<file path="config.mk">
export PLATFORM = sky130hd
export DESIGN_NAME = dfdd_frame_sequencer
export DESIGN_NICKNAME = d
export VERILOG_FILES = /design/src/rtl/dfdd_seq_pkg.sv /design/src/rtl/dfdd_coef_bank.sv /design/src/rtl/dfdd_frame_sequencer.sv
export SDC_FILE = /design/constraint.sdc
export NUM_CORES = 1
export LEC_CHECK = 0
export ABC_AREA = 1
export BUFFER_PORTS_ARGS = -buffer_cell sky130_fd_sc_hd__buf_2
export CAP_MARGIN = 30
export CORE_UTILIZATION = 55
export DETAILED_ROUTE_END_ITERATION = 12
export PLACE_DENSITY = 0.88
export SYNTH_ARGS = -nofsm -noshare
export SYNTH_HDL_FRONTEND = slang
export SYNTH_SLANG_ARGS = --single-unit
</file>
<file path="constraint.sdc">
create_clock -name clk_i -period 2.6 [get_ports clk_i]
set_input_delay 0.26 -clock clk_i [delete_from_list [all_inputs] [get_ports clk_i]]
set_output_delay 0.26 -clock clk_i [all_outputs]
set_load 0.02 [all_outputs]
</file>
<file path="src/rtl/dfdd_seq_pkg.sv">
// Shared state encoding, widths and config address map for the DfD frame sequencer.
package dfdd_seq_pkg;

  localparam int unsigned FP16_W  = 16;
  localparam int unsigned R2_W    = 18;
  localparam int unsigned COORD_W = 16;
  localparam int unsigned CFG_W   = 18;

  typedef enum logic [1:0] {IDLE, RUN, DRAIN, COMMIT} seq_state_t;

  // Config address = {region, index}
  localparam logic [3:0] RGN_W     = 4'h0;
  localparam logic [3:0] RGN_A0    = 4'h1;
  localparam logic [3:0] RGN_A1    = 4'h2;
  localparam logic [3:0] RGN_B0    = 4'h3;
  localparam logic [3:0] RGN_B1    = 4'h4;
  localparam logic [3:0] RGN_R2    = 4'h5;
  localparam logic [3:0] RGN_CONF  = 4'h6;
  localparam logic [3:0] RGN_DEPTH = 4'h7;
  localparam logic [3:0] RGN_CTR   = 4'h8;

  localparam logic [3:0] IDX_W_T        = 4'h6;
  localparam logic [3:0] IDX_COL_CENTER = 4'h0;
  localparam logic [3:0] IDX_ROW_CENTER = 4'h1;

endpackage

</file>
<file path="src/rtl/dfdd_coef_bank.sv">
// Shadow/active coefficient register file: address decode, unmapped-write
// error pulse and shadow-to-active copy on commit.
module dfdd_coef_bank
  import dfdd_seq_pkg::*;
#(
  parameter int unsigned NO_ZONES = 1
) (
  input  logic              clk_i,
  input  logic              rst_i,
  input  logic              cfg_we_i,
  input  logic [7:0]        cfg_addr_i,
  input  logic [CFG_W-1:0]  cfg_wdata_i,
  input  logic              commit_i,
  output logic              cfg_err_o,
  output logic [FP16_W-1:0] w_o          [2][3],
  output logic [FP16_W-1:0] w_t_o,
  output logic [FP16_W-1:0] a_o          [2][NO_ZONES],
  output logic [FP16_W-1:0] b_o          [2][NO_ZONES],
  output logic [R2_W-1:0]   r_squared_o  [NO_ZONES],
  output logic [FP16_W-1:0] confidence_o [NO_ZONES],
  output logic [FP16_W-1:0] depth_o      [NO_ZONES],
  output logic [FP16_W-1:0] col_center_o,
  output logic [FP16_W-1:0] row_center_o
);

  logic [FP16_W-1:0] w_sh     [2][3];
  logic [FP16_W-1:0] wt_sh;
  logic [FP16_W-1:0] a_sh     [2][NO_ZONES];
  logic [FP16_W-1:0] b_sh     [2][NO_ZONES];
  logic [R2_W-1:0]   r2_sh    [NO_ZONES];
  logic [FP16_W-1:0] conf_sh  [NO_ZONES];
  logic [FP16_W-1:0] depth_sh [NO_ZONES];
  logic [FP16_W-1:0] colc_sh;
  logic [FP16_W-1:0] rowc_sh;

  logic [FP16_W-1:0] w_nx     [2][3];
  logic [FP16_W-1:0] wt_nx;
  logic [FP16_W-1:0] a_nx     [2][NO_ZONES];
  logic [FP16_W-1:0] b_nx     [2][NO_ZONES];
  logic [R2_W-1:0]   r2_nx    [NO_ZONES];
  logic [FP16_W-1:0] conf_nx  [NO_ZONES];
  logic [FP16_W-1:0] depth_nx [NO_ZONES];
  logic [FP16_W-1:0] colc_nx;
  logic [FP16_W-1:0] rowc_nx;

  logic              hit;
  logic [3:0]        rgn;
  logic [3:0]        idx;
  logic [FP16_W-1:0] d16;

  assign rgn = cfg_addr_i[7:4];
  assign idx = cfg_addr_i[3:0];
  assign d16 = cfg_wdata_i[FP16_W-1:0];

  always_comb begin
    w_nx     = w_sh;
    wt_nx    = wt_sh;
    a_nx     = a_sh;
    b_nx     = b_sh;
    r2_nx    = r2_sh;
    conf_nx  = conf_sh;
    depth_nx = depth_sh;
    colc_nx  = colc_sh;
    rowc_nx  = rowc_sh;
    hit      = 1'b0;
    if (cfg_we_i) begin
      case (rgn)
        RGN_W: begin
          hit = 1'b1;
          case (idx)
            4'h0:    w_nx[0][0] = d16;
            4'h1:    w_nx[0][1] = d16;
            4'h2:    w_nx[0][2] = d16;
            4'h3:    w_nx[1][0] = d16;
            4'h4:    w_nx[1][1] = d16;
            4'h5:    w_nx[1][2] = d16;
            IDX_W_T: wt_nx      = d16;
            default: hit        = 1'b0;
          endcase
        end
        RGN_A0, RGN_A1, RGN_B0, RGN_B1, RGN_R2, RGN_CONF, RGN_DEPTH: begin
          for (int unsigned z = 0; z < NO_ZONES; z++) begin
            if (idx == 4'(z)) begin
              hit = 1'b1;
              case (rgn)
                RGN_A0:    a_nx[0][z]  = d16;
                RGN_A1:    a_nx[1][z]  = d16;
                RGN_B0:    b_nx[0][z]  = d16;
                RGN_B1:    b_nx[1][z]  = d16;
                RGN_R2:    r2_nx[z]    = cfg_wdata_i;
                RGN_CONF:  conf_nx[z]  = d16;
                RGN_DEPTH: depth_nx[z] = d16;
                default:   hit         = 1'b0;
              endcase
            end
          end
        end
        RGN_CTR: begin
          hit = 1'b1;
          case (idx)
            IDX_COL_CENTER: colc_nx = d16;
            IDX_ROW_CENTER: rowc_nx = d16;
            default:        hit     = 1'b0;
          endcase
        end
        default: hit = 1'b0;
      endcase
    end
  end

  // Commit copies the post-write shadow so a write landing in the commit cycle is included.
  always_ff @(posedge clk_i or negedge rst_i) begin
    if (!rst_i) begin
      w_sh         <= '{default: '0};
      wt_sh        <= '0;
      a_sh         <= '{default: '0};
      b_sh         <= '{default: '0};
      r2_sh        <= '{default: '0};
      conf_sh      <= '{default: '0};
      depth_sh     <= '{default: '0};
      colc_sh      <= '0;
      rowc_sh      <= '0;
      w_o          <= '{default: '0};
      w_t_o        <= '0;
      a_o          <= '{default: '0};
      b_o          <= '{default: '0};
      r_squared_o  <= '{default: '0};
      confidence_o <= '{default: '0};
      depth_o      <= '{default: '0};
      col_center_o <= '0;
      row_center_o <= '0;
      cfg_err_o    <= 1'b0;
    end else begin
      w_sh      <= w_nx;
      wt_sh     <= wt_nx;
      a_sh      <= a_nx;
      b_sh      <= b_nx;
      r2_sh     <= r2_nx;
      conf_sh   <= conf_nx;
      depth_sh  <= depth_nx;
      colc_sh   <= colc_nx;
      rowc_sh   <= rowc_nx;
      cfg_err_o <= cfg_we_i && !hit;
      if (commit_i) begin
        w_o          <= w_nx;
        w_t_o        <= wt_nx;
        a_o          <= a_nx;
        b_o          <= b_nx;
        r_squared_o  <= r2_nx;
        confidence_o <= conf_nx;
        depth_o      <= depth_nx;
        col_center_o <= colc_nx;
        row_center_o <= rowc_nx;
      end
    end
  end

endmodule

</file>
<file path="src/rtl/dfdd_frame_sequencer.sv">
// Front-end sequencer for the dual-scale DfD pipeline: pixel handshake, col/row
// generation and frame-boundary coefficient commit. Drain timeout: DFDD_SEQ_DRAIN_TIMEOUT_EN.
module dfdd_frame_sequencer
  import dfdd_seq_pkg::*;
#(
  parameter int unsigned IMAGE_WIDTH   = 640,
  parameter int unsigned IMAGE_HEIGHT  = 480,
  parameter int unsigned NO_ZONES      = 1,
  parameter int unsigned DRAIN_TIMEOUT = 65535
) (
  input  logic               clk_i,
  input  logic               rst_i,
  input  logic [7:0]         pix_plus_i,
  input  logic [7:0]         pix_minus_i,
  input  logic               pix_valid_i,
  output logic               pix_ready_o,
  output logic [7:0]         pix_plus_o,
  output logic [7:0]         pix_minus_o,
  output logic [COORD_W-1:0] col_o,
  output logic [COORD_W-1:0] row_o,
  output logic               valid_o,
  input  logic               out_valid_i,
  input  logic [COORD_W-1:0] out_col_i,
  input  logic [COORD_W-1:0] out_row_i,
  input  logic               cfg_we_i,
  input  logic [7:0]         cfg_addr_i,
  input  logic [CFG_W-1:0]   cfg_wdata_i,
  input  logic               cfg_commit_i,
  output logic               cfg_err_o,
  output logic [FP16_W-1:0]  w_o          [2][3],
  output logic [FP16_W-1:0]  w_t_o,
  output logic [FP16_W-1:0]  a_o          [2][NO_ZONES],
  output logic [FP16_W-1:0]  b_o          [2][NO_ZONES],
  output logic [R2_W-1:0]    r_squared_o  [NO_ZONES],
  output logic [FP16_W-1:0]  confidence_o [NO_ZONES],
  output logic [FP16_W-1:0]  depth_o      [NO_ZONES],
  output logic [FP16_W-1:0]  col_center_o,
  output logic [FP16_W-1:0]  row_center_o,
  output logic               commit_pending_o,
  output logic               busy_o,
  output logic [15:0]        frames_done_o,
  output logic               timeout_o
);

  if (NO_ZONES < 1 || NO_ZONES > 16 || DRAIN_TIMEOUT < 1 || DRAIN_TIMEOUT > 65535 ||
      IMAGE_WIDTH < 1 || IMAGE_HEIGHT < 1) begin : g_bad_param
    $error("dfdd_frame_sequencer: parameter out of range");
  end

  localparam logic [COORD_W-1:0] COL_LAST = COORD_W'(IMAGE_WIDTH - 1);
  localparam logic [COORD_W-1:0] ROW_LAST = COORD_W'(IMAGE_HEIGHT - 1);

  seq_state_t         state;
  logic               ready_en;
  logic               commit_pending;
  logic               in_flight;
  logic [COORD_W-1:0] cnt_col;
  logic [COORD_W-1:0] cnt_row;
  logic               accept;
  logic               frame_end;
  logic               last_out;

`ifdef DFDD_SEQ_DRAIN_TIMEOUT_EN
  localparam logic [15:0] DRAIN_LAST = 16'(DRAIN_TIMEOUT - 1);
  logic [15:0] drain_cnt;
`else
  assign timeout_o = 1'b0;
`endif

  // ready_en keeps the handshake closed while reset is held; a pending commit in IDLE also closes it.
  assign pix_ready_o      = ready_en && ((state == IDLE && !commit_pending) || state == RUN);
  assign accept           = pix_valid_i && pix_ready_o;
  assign frame_end        = (cnt_col == COL_LAST) && (cnt_row == ROW_LAST);
  assign last_out         = out_valid_i && (out_col_i == COL_LAST) && (out_row_i == ROW_LAST);
  assign busy_o           = (state != IDLE);
  assign commit_pending_o = commit_pending;

  always_ff @(posedge clk_i or negedge rst_i) begin
    if (!rst_i) begin
      state          <= IDLE;
      ready_en       <= 1'b0;
      commit_pending <= 1'b0;
      in_flight      <= 1'b0;
      cnt_col        <= '0;
      cnt_row        <= '0;
      col_o          <= '0;
      row_o          <= '0;
      valid_o        <= 1'b0;
      pix_plus_o     <= '0;
      pix_minus_o    <= '0;
      frames_done_o  <= '0;
`ifdef DFDD_SEQ_DRAIN_TIMEOUT_EN
      drain_cnt      <= '0;
      timeout_o      <= 1'b0;
`endif
    end else begin
      ready_en <= 1'b1;
      valid_o  <= accept;
      if (accept) begin
        pix_plus_o  <= pix_plus_i;
        pix_minus_o <= pix_minus_i;
        col_o       <= cnt_col;
        row_o       <= cnt_row;
        if (cnt_col == COL_LAST) begin
          cnt_col <= '0;
          cnt_row <= (cnt_row == ROW_LAST) ? '0 : cnt_row + 1'b1;
        end else begin
          cnt_col <= cnt_col + 1'b1;
        end
      end

      if (last_out) frames_done_o <= frames_done_o + 1'b1;

      // A new frame ending wins over the previous frame's last output arriving.
      if (accept && frame_end) in_flight <= 1'b1;
      else if (last_out)       in_flight <= 1'b0;

      if (state == COMMIT)   commit_pending <= 1'b0;
      else if (cfg_commit_i) commit_pending <= 1'b1;

`ifdef DFDD_SEQ_DRAIN_TIMEOUT_EN
      if (state != DRAIN) drain_cnt <= '0;
`endif

      case (state)
        IDLE: begin
          if (commit_pending)    state <= in_flight ? DRAIN : COMMIT;
          else if (accept)       state <= frame_end ? IDLE : RUN;
        end
        RUN: begin
          if (accept && frame_end) state <= commit_pending ? DRAIN : IDLE;
        end
        DRAIN: begin
          if (!in_flight) state <= COMMIT;
`ifdef DFDD_SEQ_DRAIN_TIMEOUT_EN
          else if (drain_cnt == DRAIN_LAST) begin
            state     <= COMMIT;
            timeout_o <= 1'b1;
          end else begin
            drain_cnt <= drain_cnt + 1'b1;
          end
`endif
        end
        COMMIT:  state <= IDLE;
        default: state <= IDLE;
      endcase
    end
  end

  dfdd_coef_bank #(
    .NO_ZONES (NO_ZONES)
  ) u_coef_bank (
    .clk_i        (clk_i),
    .rst_i        (rst_i),
    .cfg_we_i     (cfg_we_i),
    .cfg_addr_i   (cfg_addr_i),
    .cfg_wdata_i  (cfg_wdata_i),
    .commit_i     (state == COMMIT),
    .cfg_err_o    (cfg_err_o),
    .w_o          (w_o),
    .w_t_o        (w_t_o),
    .a_o          (a_o),
    .b_o          (b_o),
    .r_squared_o  (r_squared_o),
    .confidence_o (confidence_o),
    .depth_o      (depth_o),
    .col_center_o (col_center_o),
    .row_center_o (row_center_o)
  );

endmodule

</file>
After elaboration in Yosys (flattened, before gate mapping)

Index checks and enable logic that the tools add are counted.

$add $sub $neg: 3
$mul: 0
Divide/modulo/power cells: 0
Magnitude comparators: 0
Equal/unequal tests: 24
Shifts and indexed selects: 0
Mux-type cells: 58
Bitwise gates (word level): 0
Reductions and logical operators: 22

Operators by type and width:

| cell                  | count |
|---|---|
| $mux 16               | 29 |
| $mux 32               | 6 |
| $mux 96               | 2 |
| $mux 18               | 4 |
| $add 16x1->16 const B | 3 |
| $eq 16x10->1 const B  | 2 |
| $eq 16x9->1 const B   | 2 |
| $eq 4x3->1 const B    | 7 |
| $eq 4x2->1 const B    | 4 |
| $reduce_or 7->1       | 2 |
| $mux 1                | 10 |
| $mux 2                | 5 |
| $eq 4x1->1 const B    | 2 |
| $logic_and 1x1->1     | 8 |
| $logic_not 4->1       | 2 |
| $pmux 2 s4            | 1 |
| $reduce_bool 2->1     | 3 |
| $eq 2x2->1 const B    | 2 |
| $eq 4x4->1 const B    | 1 |
| $ne 3x3->1 const B    | 1 |
| $pmux 1 s3            | 1 |
| $reduce_and 3->1      | 1 |
| $eq 2x1->1 const B    | 1 |
| $logic_not 1->1       | 2 |
| other kinds (6)       | 6 |

Flip-flop bits (word level): 619
Bits in latches: 0
Bits in writable memories: 0
Bits in read-only memories: 0
Bits of input ports: 80
Output and inout port bits: 328
Logic and storage cells: 152
Memories kept: 0

Logic depth before layout (Yosys ltp)

Gate-level depths: netlist of the first run.

Depth in word-level cells: 8
Depth in mapped cells: 10
Mapped depth without buffers: 9

By module

Synthesis of the first run repeated with hierarchy kept, for this count alone.

Cells, all modules: 3,138
Area total of the unflattened synthesis: 27,047.2 µm²

Modules (own cells, without submodules):

| module               | times used | cells an instance | area an instance (µm²) | sequential area each (µm²) |
|---|---|---|---|---|
| dfdd_coef_bank       | 1          | 2,503             | 21,889.7               | 12,937.4 |
| dfdd_frame_sequencer | 1          | 635               | 5,157.4                | 2,552.4 |

Worst setup path before layout of the first run

No wires, ideal clock.

Path kind: flip-flop to flip-flop
Start: register frames_done_o[0]
End: register frames_done_o[8]
Library setup time: 131 ps
Arrival: 1,445 ps
Data required time: 2,469 ps
Setup slack: 1,024 ps
Stages on the path, launching flop included: 8
Path buffers: 0
Period minus slack after synthesis: 1,576 ps
Path through: dfrtp_1 > ha_1 > inv_1 > nor3_1 > nand2_1 > xor2_1 > nand2_1 > o21ai_0

Cells in the longest elaborated chain, start to end: 1

RTL lines:

| element                | line                        | source |
|---|---|---|
| from (decl)            | dfdd_frame_sequencer.sv:41  | `output logic [15:0] frames_done_o,` |
| from (signal assigned) | dfdd_frame_sequencer.sv:112 | `if (last_out) frames_done_o <= frames_done_o + 1'b1;` |
| $add 16x1->16          | dfdd_frame_sequencer.sv:112 |  |

Every way passes these cells.
A chain may end at the register's enable or synchronous reset.

Worst setup path in the final report of the first run

Start: register state[0]
End: output port pix_ready_o

Cells in the longest elaborated chain, start to end: 4
Elaborated cells on any way between the ends: 5
Those cells by class: eq/ne (1); reduce/logical (4)

RTL lines:

| element                | line                        | source |
|---|---|---|
| from (decl)            | dfdd_frame_sequencer.sv:53  | `seq_state_t state;` |
| from (signal assigned) | dfdd_frame_sequencer.sv:127 | `if (commit_pending) state <= in_flight ? DRAIN : COMMIT;` |
| from (signal assigned) | dfdd_frame_sequencer.sv:128 | `else if (accept) state <= frame_end ? IDLE : RUN;` |
| from (signal assigned) | dfdd_frame_sequencer.sv:131 | `if (accept && frame_end) state <= commit_pending ? DRAIN : IDLE;` |
| $logic_not 2->1        | dfdd_frame_sequencer.sv:71  | `assign pix_ready_o = ready_en && ((state == IDLE && !commit_pending) \|\| state == RUN);` |
| $logic_and 1x1->1      | dfdd_frame_sequencer.sv:71  |  |
| $logic_or 1x1->1 (*)   | dfdd_frame_sequencer.sv:71  |  |
| $logic_and 1x1->1 (*)  | dfdd_frame_sequencer.sv:71  |  |
| to (decl)              | dfdd_frame_sequencer.sv:16  | `output logic pix_ready_o,` |

Mark *: on every way between the ends. The rest lies on a longest branch, timed or not.

==> results of run 1 <==
==> cell type report <==
class / count / area (um2) / area share (%)
Inverter: 280 / 1060 / 3.54
Clock inverter: 23 / 223 / 0.746
Clock buffer: 87 / 1720 / 5.77
Tap cell: 592 / 741 / 2.48
Multi-Input combinational cell: 1762 / 7740 / 25.9
Timing Repair Buffer: 486 / 2880 / 9.66
Sequential cell: 619 / 15500 / 51.9
==> flip-flops by register name, indices dropped and copies added (netlist names), 18 cells and up <==
register and flops:
u_coef_bank.a_o 32, u_coef_bank.w_sh 96, u_coef_bank.w_o 96, u_coef_bank.b_sh 32, u_coef_bank.r2_sh 18, u_coef_bank.b_o 32
u_coef_bank.r_squared_o 18, u_coef_bank.a_sh 32
==> cell families (layout without fill, tap and decap cells) <==
family,count (synthesis),in the layout
compound gates,378,378
xor+xnor,29,29
fa+ha+maj,3,3
buf+inv,423,876
flops,619,619
other cells,2,2
simple gates,1350,1350
==> through the flow <==
step | instance area [um2] | worst slack, ns | hold slack, ns | utilization [%] | cells
after global placement | 27600 | 0.632 | 0.254 | 62.2 | 3713
after detailed placement | 27600 | 0.560 | 0.246 | 62.2 | 3713
after floorplan | 24900 | 1.02 | -0.0356 | - | 2804
final | 29900 | 0.693 | 0.0269 | 67.2 | 3849
after global routing | 29900 | 0.526 | 0.0193 | 67.2 | 3849
after CTS | 29900 | 0.656 | 0.00254 | 67.2 | 3849
==> where the power goes <==
part	switching (W)	leakage, nW	internal [W]
registers	0.0000712	6.65	0.00985
clock network	0.00372	0.953	0.00489
logic	0.000689	7.09	0.000282
total	0.00448	14.7	0.0150
==> tightest hold or removal path: stages <==
cell and delay (ns):
buf_2 0.18, nand2_1 0.11, nand2_1 0.06
==> worst max-delay path by stage <==
stage,start,to,slack (ns),depth (start not counted)
6_report,state[0],pix_ready_o,0.69,5
3_3_place_gp,cfg_addr_i[6],u_coef_bank.a_o[27],0.63,10
5_1_grt,cnt_col[0],cnt_row[10],0.53,10
4_1_cts,state[0],pix_ready_o,0.66,5
3_5_place_dp,cfg_addr_i[6],u_coef_bank.a_o[26],0.56,10
2_1_floorplan,frames_done_o[0],frames_done_o[8],1.02,7
==> per-layer routing <==
metal	track usage (%)	vias up	wire length (um)
li1	-	9518	-
met1	40.1	9765	27900
met2	46.1	865	31500
met3	7.05	197	5400
met4	14.6	12	3370
met5	0	-	65
==> what timing repair did <==
item,4_1_cts,5_1_grt
hold buffers,26,0
setup buffers,0,0
setup endpoints to repair,0,0
endpoints found under the hold margin,99,0
==> synth_stat cells (all sizes together), types with 2 or more instances <==
cell    instances  area [um2]
o21ai         353        1890
nor2           98         419
nand3         116         598
o31ai           2        15.0
nor3           24         131
dfrtp         619       15500
a21oi           3        18.8
nand2        1099        4140
conb            2        7.51
ha              3        37.5
inv           279        1050
nand4           8        50.1
xor2           27         236
nor3b           3        22.5
xnor2           2        17.5
a31oi          18         113
buf            62         307
clkbuf         81         304
==> summary by stage, run 1 <==
Status
The flow ran to the end, and the final reports show no timing, DRC or antenna violations.

Finish
The filler cells instantiated in the layout total 3358. The library cells used most frequently in the layout, excluding fill and tap cells, are 1093 x nand2_1, 619 x dfrtp_1, 405 x buf_2. The area growth from synthesis to layout is 20.0%. The count of nets after finishing is 3291. Cells with a size suffix above 1 make up 18.8% of the layout.

The number of diodes is 0. The most common cell after layout, fill and taps aside is nand2_1.

GRT
The global-route usage over all layers is 29.9%. The via count of the first global-routing pass is 19500. The wire length of the first global-routing pass is 107000 um. The number of antenna violations at the first check in global routing is 6. The pin count of the biggest net entering global routing is 184. The residual overflow from global routing is 0.

Timing
The setup TNS after final layout is 0 ns. The transition time at the pin with the least slew margin is 0.841 ns. The maximum clock frequency is 0.524 GHz. Setup repair after global routing left no endpoint under its margin.

The worst-case headroom to the max-slew limit is 43.8%. The final max-slew violation count is 0. The worst setup skew after layout is 0.0140 ns. Setup violations remaining at the end of the flow were counted as 0. The routed design could run at a clock period as short as 1.91 ns. The count of final hold-check violations came to 0. Of the available clock period, the critical path in the final layout requires 73.3%.

Floorplanning
Once the floorplan was initialized, standard cells occupied 56.0% of the core. The boundary pin count is 408. The horizontal die dimension is 215 um.

The floorplan has 77 rows. In this run the vertical extent of the chip is 215 um. The die area is 46100 um2. The floorplan core area is 44400 um2.

Worst setup path
In this run the critical register-to-register path is captured at cnt_col[14]. The cell seen most often among critical-path stages is inv_1. The classification of the worst setup path is register to output port. The number of buffer and inverter stages on the critical path is 3. The signal on the critical path passes through inv_1, a21oi_2, nand2_1, inv_1, buf_2. The top fanout value on the critical path is 5.

The cell class contributing the biggest share of worst-path delay is flip-flops. The required time at the endpoint of the critical path is 2.34 ns. For the worst flop-to-flop path, the logic depth is 6. The arrival time of the worst setup path is 1.65 ns.

STA classifies the critical path startpoint as a register. The reg-to-reg startpoint is state[0]. The slowest stage of the critical path belongs to the cell dfrtp_1. The worst setup slack for register-to-register paths is 0.72 ns. The highest cell delay on the worst timing path is 0.40 ns. The type of destination of the critical path is an output port.

Drt
For this run, design rule violations remaining after detail routing come to 0. The via density per instance is 5.29. The detailed router finished its first iteration with 1821 violations. The mean routed wirelength per cell is 17.7 um. The count of vias placed by the detailed router is 20400. For this run, the detailed router's first-pass iteration total came to 6. The overall routed net length is 68300 um. In this run the remaining antenna-violating nets after routing total 0.

Yosys
The mean cell area of the mapped netlist is 8.87 um2. Sequential cells were found to cover 62.3% of the synthesized design area. The Yosys step of the flow raised 0 warnings. After synthesis the netlist holds a flip-flop and latch count of 619. In the synthesized netlist the dominant register cell turns out to be dfrtp_1. Synthesis produced a netlist whose cell count is 2804. The total nets after synthesis is 2887. The synthesized netlist devotes 0.151% of its cell area to adder and majority cells.

Multiplexer cells account for 0% of the synthesized area. The cell area after technology mapping is 24900 um2. The number of different library cells used by synthesis comes to 36. The number of enable flip-flop cells after synthesis is 0.

The share of async-settable or async-resettable flops after synthesis is 100%. Of the total synthesized cell area, the portion taken by AND, OR, NAND and NOR gates is 21.6%. The compound-cell area share of the yosys netlist is 8.26%. After synthesis, the largest family of logic cells by area is simple AND/OR/NAND/NOR gates. The synthesized-area fraction occupied by xor and xnor cells is 1.02%.

Hold path
The path with the worst hold slack has its endpoint at u_coef_bank.rowc_sh[3]. The hold-critical path depth is 3. The hold path startpoint is cfg_wdata_i[3]. The min-delay analysis places its worst path in the category input pin to register.

Clocking
The largest buffer count on any clock path is 3. The clock reaches the later pin of the worst-skew pair after 0.62 ns. The number of cells upsized or downsized after cts is 0. The number of buffers created by CTS is 59. For this design, the sink count on the clock tree is 619. After clock tree synthesis, the clock-pin slew on the worst setup and hold paths is 0.06 ns. The number of H-tree levels is 2.

TritonCTS built the clock tree. The root buffer cell is clkbuf_16.

Power and ir drop
The worst-case IR drop observed on VDD is 0.657 mV. Dividing total power by cell area gives a power density of 653 nW/um2. Summed over all cells, the static leakage comes to 14.7 nW. Power comes to 0.0195 W.

Run
The tool flagged a number of max-cap violations equal to 0.

Placement
The routability-driven placement congestion ratio is 0.923. Detailed placement finished with a half-perimeter wire length of 44200 um. The count of buffers from port buffering is 406.
Note: power is estimated with default switching activity, not from simulation.
==> inputs of run 2 (changes only) <==
CORE_UTILIZATION = 51   (was 55)
PLACE_DENSITY = 0.86   (was 0.88)
clock period = 1.7 ns   (was 2.6 ns; I/O delays follow)
==> summary by stage, run 2 (synthesized netlist as in run 1, its figures left out) <==
Drt
The detailed-routing iteration count for the pre-antenna-repair pass was 8 (+2). The final antenna-violating net count was 0 (unchanged). The via density per instance is 5.26 (-0.62%). The total met3 wirelength after detailed routing was 5360 um (-0.70%). The routed length on met2 was 33700 um (+6.9%). The overall routed net length is 72200 um (+5.8%).

The met1 wire length is 28800 um (+3.2%). The first-iteration detailed-routing DRC count is 1740 (-4.4%). The DRC violation count after routing is 0 (unchanged). The mean routed wirelength per cell came to 18.3 um (+3.4%).

The highest metal layer with signal wires is met5. The count of vias placed by the detailed router is 20700 (+1.7%).

GRT
The pin count of the biggest net entering global routing came to 81 (-56%). The residual overflow from global routing is 0 (unchanged). The global-route usage over all layers came to 29.2% (-0.67 points).

The number of antenna violations at the first check in global routing was 9 (+3). The wire length of the first global-routing pass is 112000 um (+4.2%). The via count of the first global-routing pass came to 20400 (+4.6%).

Floorplanning
The horizontal die dimension came to 223 um (+3.8%). The floorplan core area came to 47900 um2 (+8.0%). The boundary pin count is 408 (unchanged). The height of the die is 223 um (+3.8%). The die area is 49700 um2 (+7.8%).

The initial core utilization is 51.9% (-4.1 points). The row count was 80 (+3.9%).

Worst setup path
The standard cell with the maximum stage delay on the critical path is dfrtp_1. The kind of launch point of the worst setup path is a register. The cell depth of the worst flop-to-flop path came to 6 (unchanged). The reg-to-reg startpoint is state[1]. The worst setup path is captured at an output port. Walking the worst path, the cells encountered are inv_2, a21oi_2, nand2_1, inv_1, buf_4. The required time at the endpoint of the critical path came to 1.53 ns (-0.81 ns).

The top fanout value on the critical path is 5 (unchanged). The number of buffer and inverter stages on the critical path was 3 (unchanged). The worst setup slack for register-to-register paths was 0.10 ns (-0.62 ns). The highest cell delay on the worst timing path is 0.36 ns (-0.04 ns).

In this run the worst setup path terminates at pix_ready_o. The arrival time of the worst setup path is 1.46 ns (-0.19 ns). The classification of the worst setup path is register to output port. The end of the worst register-to-register path is u_coef_bank.r_squared_o[16]. The startpoint of the worst setup timing path is state[0]. Grouping stages by cell kind, the critical path spends the most delay in flip-flops.

The logic depth of the worst setup path including buffers was 5 (unchanged).

Clocking
The clock-pin transition on the worst setup and hold timing paths is 0.06 ns (about the same). The total clock sinks is 619 (unchanged). The number of H-tree levels is 3 (+1).

The latest clock arrival within the worst-skew pair is 0.59 ns (-0.03 ns). TritonCTS built the clock tree. The largest buffer count on any clock path is 3 (unchanged). The number of buffers created by CTS was 66 (+12%).

In this run the clock root is driven by a clkbuf_16.

Timing
The count of final hold-check violations was 0 (unchanged). Setup repair after global routing could not meet its margin everywhere. The number of failing setup endpoints in the final timing report is 0 (unchanged).

The maximum clock frequency is 0.614 GHz. The setup TNS after final layout came to 0 ns (unchanged). The final max-slew violation count is 0 (unchanged). The worst setup skew after layout is 0.0298 ns (+0.0158 ns). The post-route minimum period is 1.63 ns. The worst-case headroom to the max-slew limit is 57.2% (+13 points).

Of the available clock period, the critical path in the final layout requires 95.7%. The transition time at the pin with the least slew margin came to 0.643 ns (-0.199 ns).

Power and ir drop
The power density over the cells came to 990 nW/um2 (+51%). The internal power consumption came to 0.0236 W (+57%). The total power after layout came to 0.0305 W (+57%). The combinational cell fraction of total power is 5.2% (+0.2 points). The switching power is 0.00691 W (+54%). The relative contribution of sequential cells to total power is 49.7% (-1.2 points).

The switching power as a share of total power is 22.6% (-0.35 points). The maximum resistive drop on vdd is 0.737 mV (+12%). The leakage power summed over all cells is 15.2 nW (+3.6%). The clock power share came to 45.1% (+0.9 points).

Placement
The placed standard-cell area came to 28400 um2 (+2.9%). The number of cells in the design after placement is 3802 (+2.4%). The half-perimeter wire length after detailed placement is 47000 um (+6.3%). The count of buffers from port buffering is 406 (unchanged).

The routability-driven placement congestion ratio is 0.950 (+3.0%).

Finish
From synthesis to final layout, the design area changed by 24.1%. The post-route standard cell area excluding fillers came to 30900 um2 (+3.4%). The count of nets after finishing was 3367 (+2.3%).

The fraction of layout instances using a drive strength above 1 is 20.9% (+2.1 points). The largest registers in the layout are u_coef_bank.w_o: 96 flops, u_coef_bank.w_sh: 96 flops. The final-layout fill cell count is 3603 (+7.3%). The most common cell after layout, fill and taps aside is nand2_1. The top cell types in the final layout, fill and taps aside, are 1092 x nand2_1, 619 x dfrtp_1, 403 x buf_2. The post-layout instance count excluding filler cells is 3940 (+2.4%).

Hold path
The min-delay analysis places its worst path in the category input pin to register.

Status
The flow ran to the end, and the final reports show no timing, DRC or antenna violations.

Run
The number of max-cap violations is 0 (unchanged).
## run 2: area by class of cell
type	count	area, um2	area share [%]
sequential	619	15500	50.2
multi-input combinational	1762	7790	25.2
timing repair buffer	555	3700	12.0
clock buffer	91	1900	6.15
inverter	280	1060	3.43
tap	615	769	2.49
clock inverter	16	153	0.495
antenna	2	5.00	0.0162
## run 2: worst reg2reg max path, stage by stage, from the launching register on
cell	delay, ns
dfrtp_1	0.38
buf_6	0.15
nand2_4	0.12
inv_6	0.13
buf_12	0.31
nor2_1	0.17
a31oi_1	0.25
## run 2: worst min path at each step
stage	startpoint	endpoint	slack [ns]	depth (start not counted)
3_5_place_dp	rst_i	u_coef_bank.confidence_o[5]	0.21	1
6_report	cfg_addr_i[6]	u_coef_bank.a_sh[14]	0.07	5
3_3_place_gp	rst_i	u_coef_bank.confidence_o[5]	0.22	1
5_1_grt	cfg_wdata_i[12]	u_coef_bank.rowc_sh[12]	0.05	4
2_1_floorplan	rst_i	cnt_col[0]	-0.13	0
4_1_cts	cfg_wdata_i[13]	u_coef_bank.rowc_sh[13]	0.03	4
## run 2: stage by stage
stage	hold WS (ns)	utilization [%]	worst slack, ns
5_1_grt	0.0512	64.4	-0.0341
2_1_floorplan	-0.126	-	0.124
3_5_place_dp	0.209	59.3	-0.0153
3_3_place_gp	0.217	59.3	0.0543
6_report	0.0696	64.4	0.0725
4_1_cts	0.0335	64.2	0.00428
## run 2: per-layer routing
layer / vias to the layer above / track usage (%)
met5: - / 0
met4: 12 / 18.2
met3: 265 / 6.19
met2: 862 / 46.1
met1: 9902 / 37.2
li1: 9668 / -
## run 2: what timing repair did
| action | 4_1_cts | 5_1_grt |
|---|---|---|
| setup buffers | 1 | 1 |
| gates resized for setup | 5 | 22 |
| endpoints found under the hold margin | 70 | 0 |
| hold buffers | 27 | 0 |
| setup endpoints to repair | 2 | 42 |
| pin swaps | 2 | 1 |
| gates cloned | 0 | 0 |
## run 2: power groups by stage
stage	clock network [W]	logic [W]	registers, W
global placement	0	0.00147	0.0154
finish	0.0138	0.00159	0.0152
detailed placement	0	0.00152	0.0154
CTS	0.0139	0.00159	0.0152
floorplan	0	0.000567	0.0155
global route	0.0145	0.00176	0.0152
==> inputs of run 3 (changes only) <==
CORE_ASPECT_RATIO = 0.6   (was default)
RECOVER_POWER = 100   (was default)
==> summary by stage, run 3 (synthesized netlist as in run 1, its figures left out) <==
Timing
The count of final hold-check violations was 0 (unchanged). The worst-case headroom to the max-slew limit is 36.6% (-21 points). The post-route minimum period is 1.67 ns (+0.0422 ns). The final max-slew violation count is 0 (unchanged). The transition time at the pin with the least slew margin was 0.951 ns (+0.308 ns). The number of failing setup endpoints in the final timing report is 0 (unchanged). The setup TNS after final layout was 0 ns (unchanged). The share of the cycle needed by the critical path after routing was 98.2% (+2.5 points). The maximum clock frequency is 0.599 GHz (-2.5%). The worst setup skew after layout is 0.0140 ns (-0.0158 ns).

Power and ir drop
The maximum resistive drop on vdd was 0.713 mV (-3.3%). The leakage power summed over all cells was 14.5 nW (-4.7%). The clock power share was 43.5% (-1.6 points). The internal power consumption was 0.0227 W (-3.9%).

The total power after layout is 0.0295 W (-3.4%). The relative contribution of sequential cells to total power is 51.4% (+1.7 points). The combinational cell fraction of total power came to 5.2% (about the same). The switching power as a share of total power came to 23.0% (+0.41 points). The switching power is 0.00680 W (-1.6%). The power density over the cells is 982 nW/um2 (-0.81%).

Worst setup path
The classification of the worst setup path is register to register. The most critical setup path has its startpoint at cnt_col[0]. The top fanout value on the critical path was 4 (-1). The type of destination of the critical path is a register. The required time at the endpoint of the critical path came to 2.16 ns (+0.63 ns). The worst register-to-register path begins at cnt_col[0]. The arrival time of the worst setup path was 2.13 ns (+0.67 ns).

STA classifies the critical path startpoint as a register.

Clocking
The largest buffer count on any clock path is 3 (unchanged). The latest clock arrival within the worst-skew pair was 0.59 ns (about the same). The clock-pin transition on the worst setup and hold timing paths is 0.07 ns (about the same). The TritonCTS clock tree is done. The number of H-tree levels is 2 (-1). In this run the clock root is driven by a clkbuf_16. The number of buffers created by CTS was 53 (-20%). The total clock sinks is 619 (unchanged).

Run
The number of max-cap violations is 0 (unchanged).

Status
The run finished with clean final reports.

Floorplanning
The boundary pin count came to 408 (unchanged). The die area came to 49700 um2 (about the same). The floorplan core area is 48000 um2 (+0.15%).

The horizontal die dimension is 287 um (+29%). The initial core utilization is 51.8% (-0.078 points). The row count was 62 (-23%). The height of the die is 173 um (-22%).

GRT
The pin count of the biggest net entering global routing is 73 (-9.9%). The wire length of the first global-routing pass came to 112000 um (+0.68%). The global-route usage over all layers is 29.1% (-0.13 points).

The residual overflow from global routing is 0 (unchanged). The via count of the first global-routing pass came to 20400 (-0.28%). The number of antenna violations at the first check in global routing is 9 (unchanged).

Drt
The via density per instance came to 5.35 (+1.8%). The final antenna-violating net count is 0 (unchanged). The overall routed net length is 72300 um (about the same). The count of vias placed by the detailed router came to 21200 (+2.4%). The DRC violation count after routing is 0 (unchanged). The mean routed wirelength per cell is 18.2 um (-0.53%). The detailed-routing iteration count for the pre-antenna-repair pass was 6 (-2). The first-iteration detailed-routing DRC count was 2311 (+33%).

Placement
The routability-driven placement congestion ratio is 0.973 (+2.4%). The count of buffers from port buffering is 406 (unchanged). The half-perimeter wire length after detailed placement was 48300 um (+2.8%).

Finish
The fraction of layout instances using a drive strength above 1 is 10.4% (-10 points). In the layout the commonest cells are 1093 x nand2_1, 619 x dfrtp_1, 333 x clkbuf_1. In the final layout, the registers with the most flip-flops are u_coef_bank.w_o: 96 flops, u_coef_bank.w_sh: 96 flops. The count of nets after finishing is 3361 (-0.18%). The most common cell after layout, fill and taps aside is nand2_1. The area growth from synthesis to layout is 20.8%.

Hold path
The hold path startpoint is cfg_wdata_i[0]. The worst hold path class is input pin to register.
==> run 3: cell types whose count changed in the layout (fill, tap and decap cells not counted), sizes merged <==
cell	change
buf	-352
diode	+4
clkinv	+5
bufinv	+4
clkbuf	+330
dlygate4sd3	+6
inv	+2
==> run 3: power by group through the flow <==
stage	sequential [W]	clock (W)	combinational (W)
after floorplan	0.0155	0	0.000567
after global placement	0.0154	0	0.00146
after detailed placement	0.0154	0	0.00151
after CTS	0.0152	0.0130	0.00158
after global routing	0.0152	0.0136	0.00170
final	0.0152	0.0128	0.00152
==> run 3: worst max-delay path, stage by stage (launching register included) <==
cell	delay, ns
dfrtp_1	0.37
buf_4	0.15
nand3_1	0.19
nor3_2	0.34
nor2b_2	0.27
nand2_1	0.08
xor2_1	0.16
==> run 3: final cells by class <==
cell class	instances	area, um2
fillers	3973	18000
flip-flops and latches	619	15500
multi-input cells	1762	7710
repair buffers	562	3140
clock buffers	68	1500
inverters	280	1060
well taps	640	801
clock inverters	27	342
diodes	6	15.0
==> run 3: repair_timing <==
| item | 4_1_cts | 5_1_grt |
|---|---|---|
| endpoints found under the setup margin | 2 | 31 |
| gates resized for setup | 1 | 15 |
| hold endpoints to repair | 438 | 0 |
| buffers inserted | 2 | 0 |
| pin swaps | 1 | 1 |
| hold buffers | 33 | 0 |
==> run 3: routing by layer <==
metal,track usage [%],vias up,wire length (um)
met3,5.94,201,5940
met4,12.5,0,3220
met1,41.4,10300,30800
met5,0,-,0
met2,43.6,1022,32300
li1,-,9651,-
==> run 3: final timing paths <==
check | cells after the start | end | slack (ns)
max | 6 | cnt_col[11] | 0.03
min | 5 | u_coef_bank.a_sh[0] | 0.02
max reg2reg | 6 | cnt_col[11] | 0.03
min reg2reg | 2 | u_coef_bank.r2_sh[17] | 0.47
max in group asynchronous | 3 | u_coef_bank.b_sh[25] | 0.21
min in group asynchronous | 2 | u_coef_bank.w_sh[94] | 0.30
==> run 3: metrics by stage <==
stage / util [%] / worst slack [ns] / hold WS [ns] / instance area (um2) / cells
CTS: 63.8 / 0.00956 / 0.00464 / 30600 / 3958
floorplan: - / 0.124 / -0.126 / 24900 / 2804
detailed placement: 59.2 / 0.0296 / 0.171 / 28400 / 3828
global route: 62.6 / -0.0741 / 0.0407 / 30100 / 3963
finish: 62.6 / 0.0303 / 0.0155 / 30100 / 3964
global placement: 59.2 / 0.0916 / 0.165 / 28400 / 3828
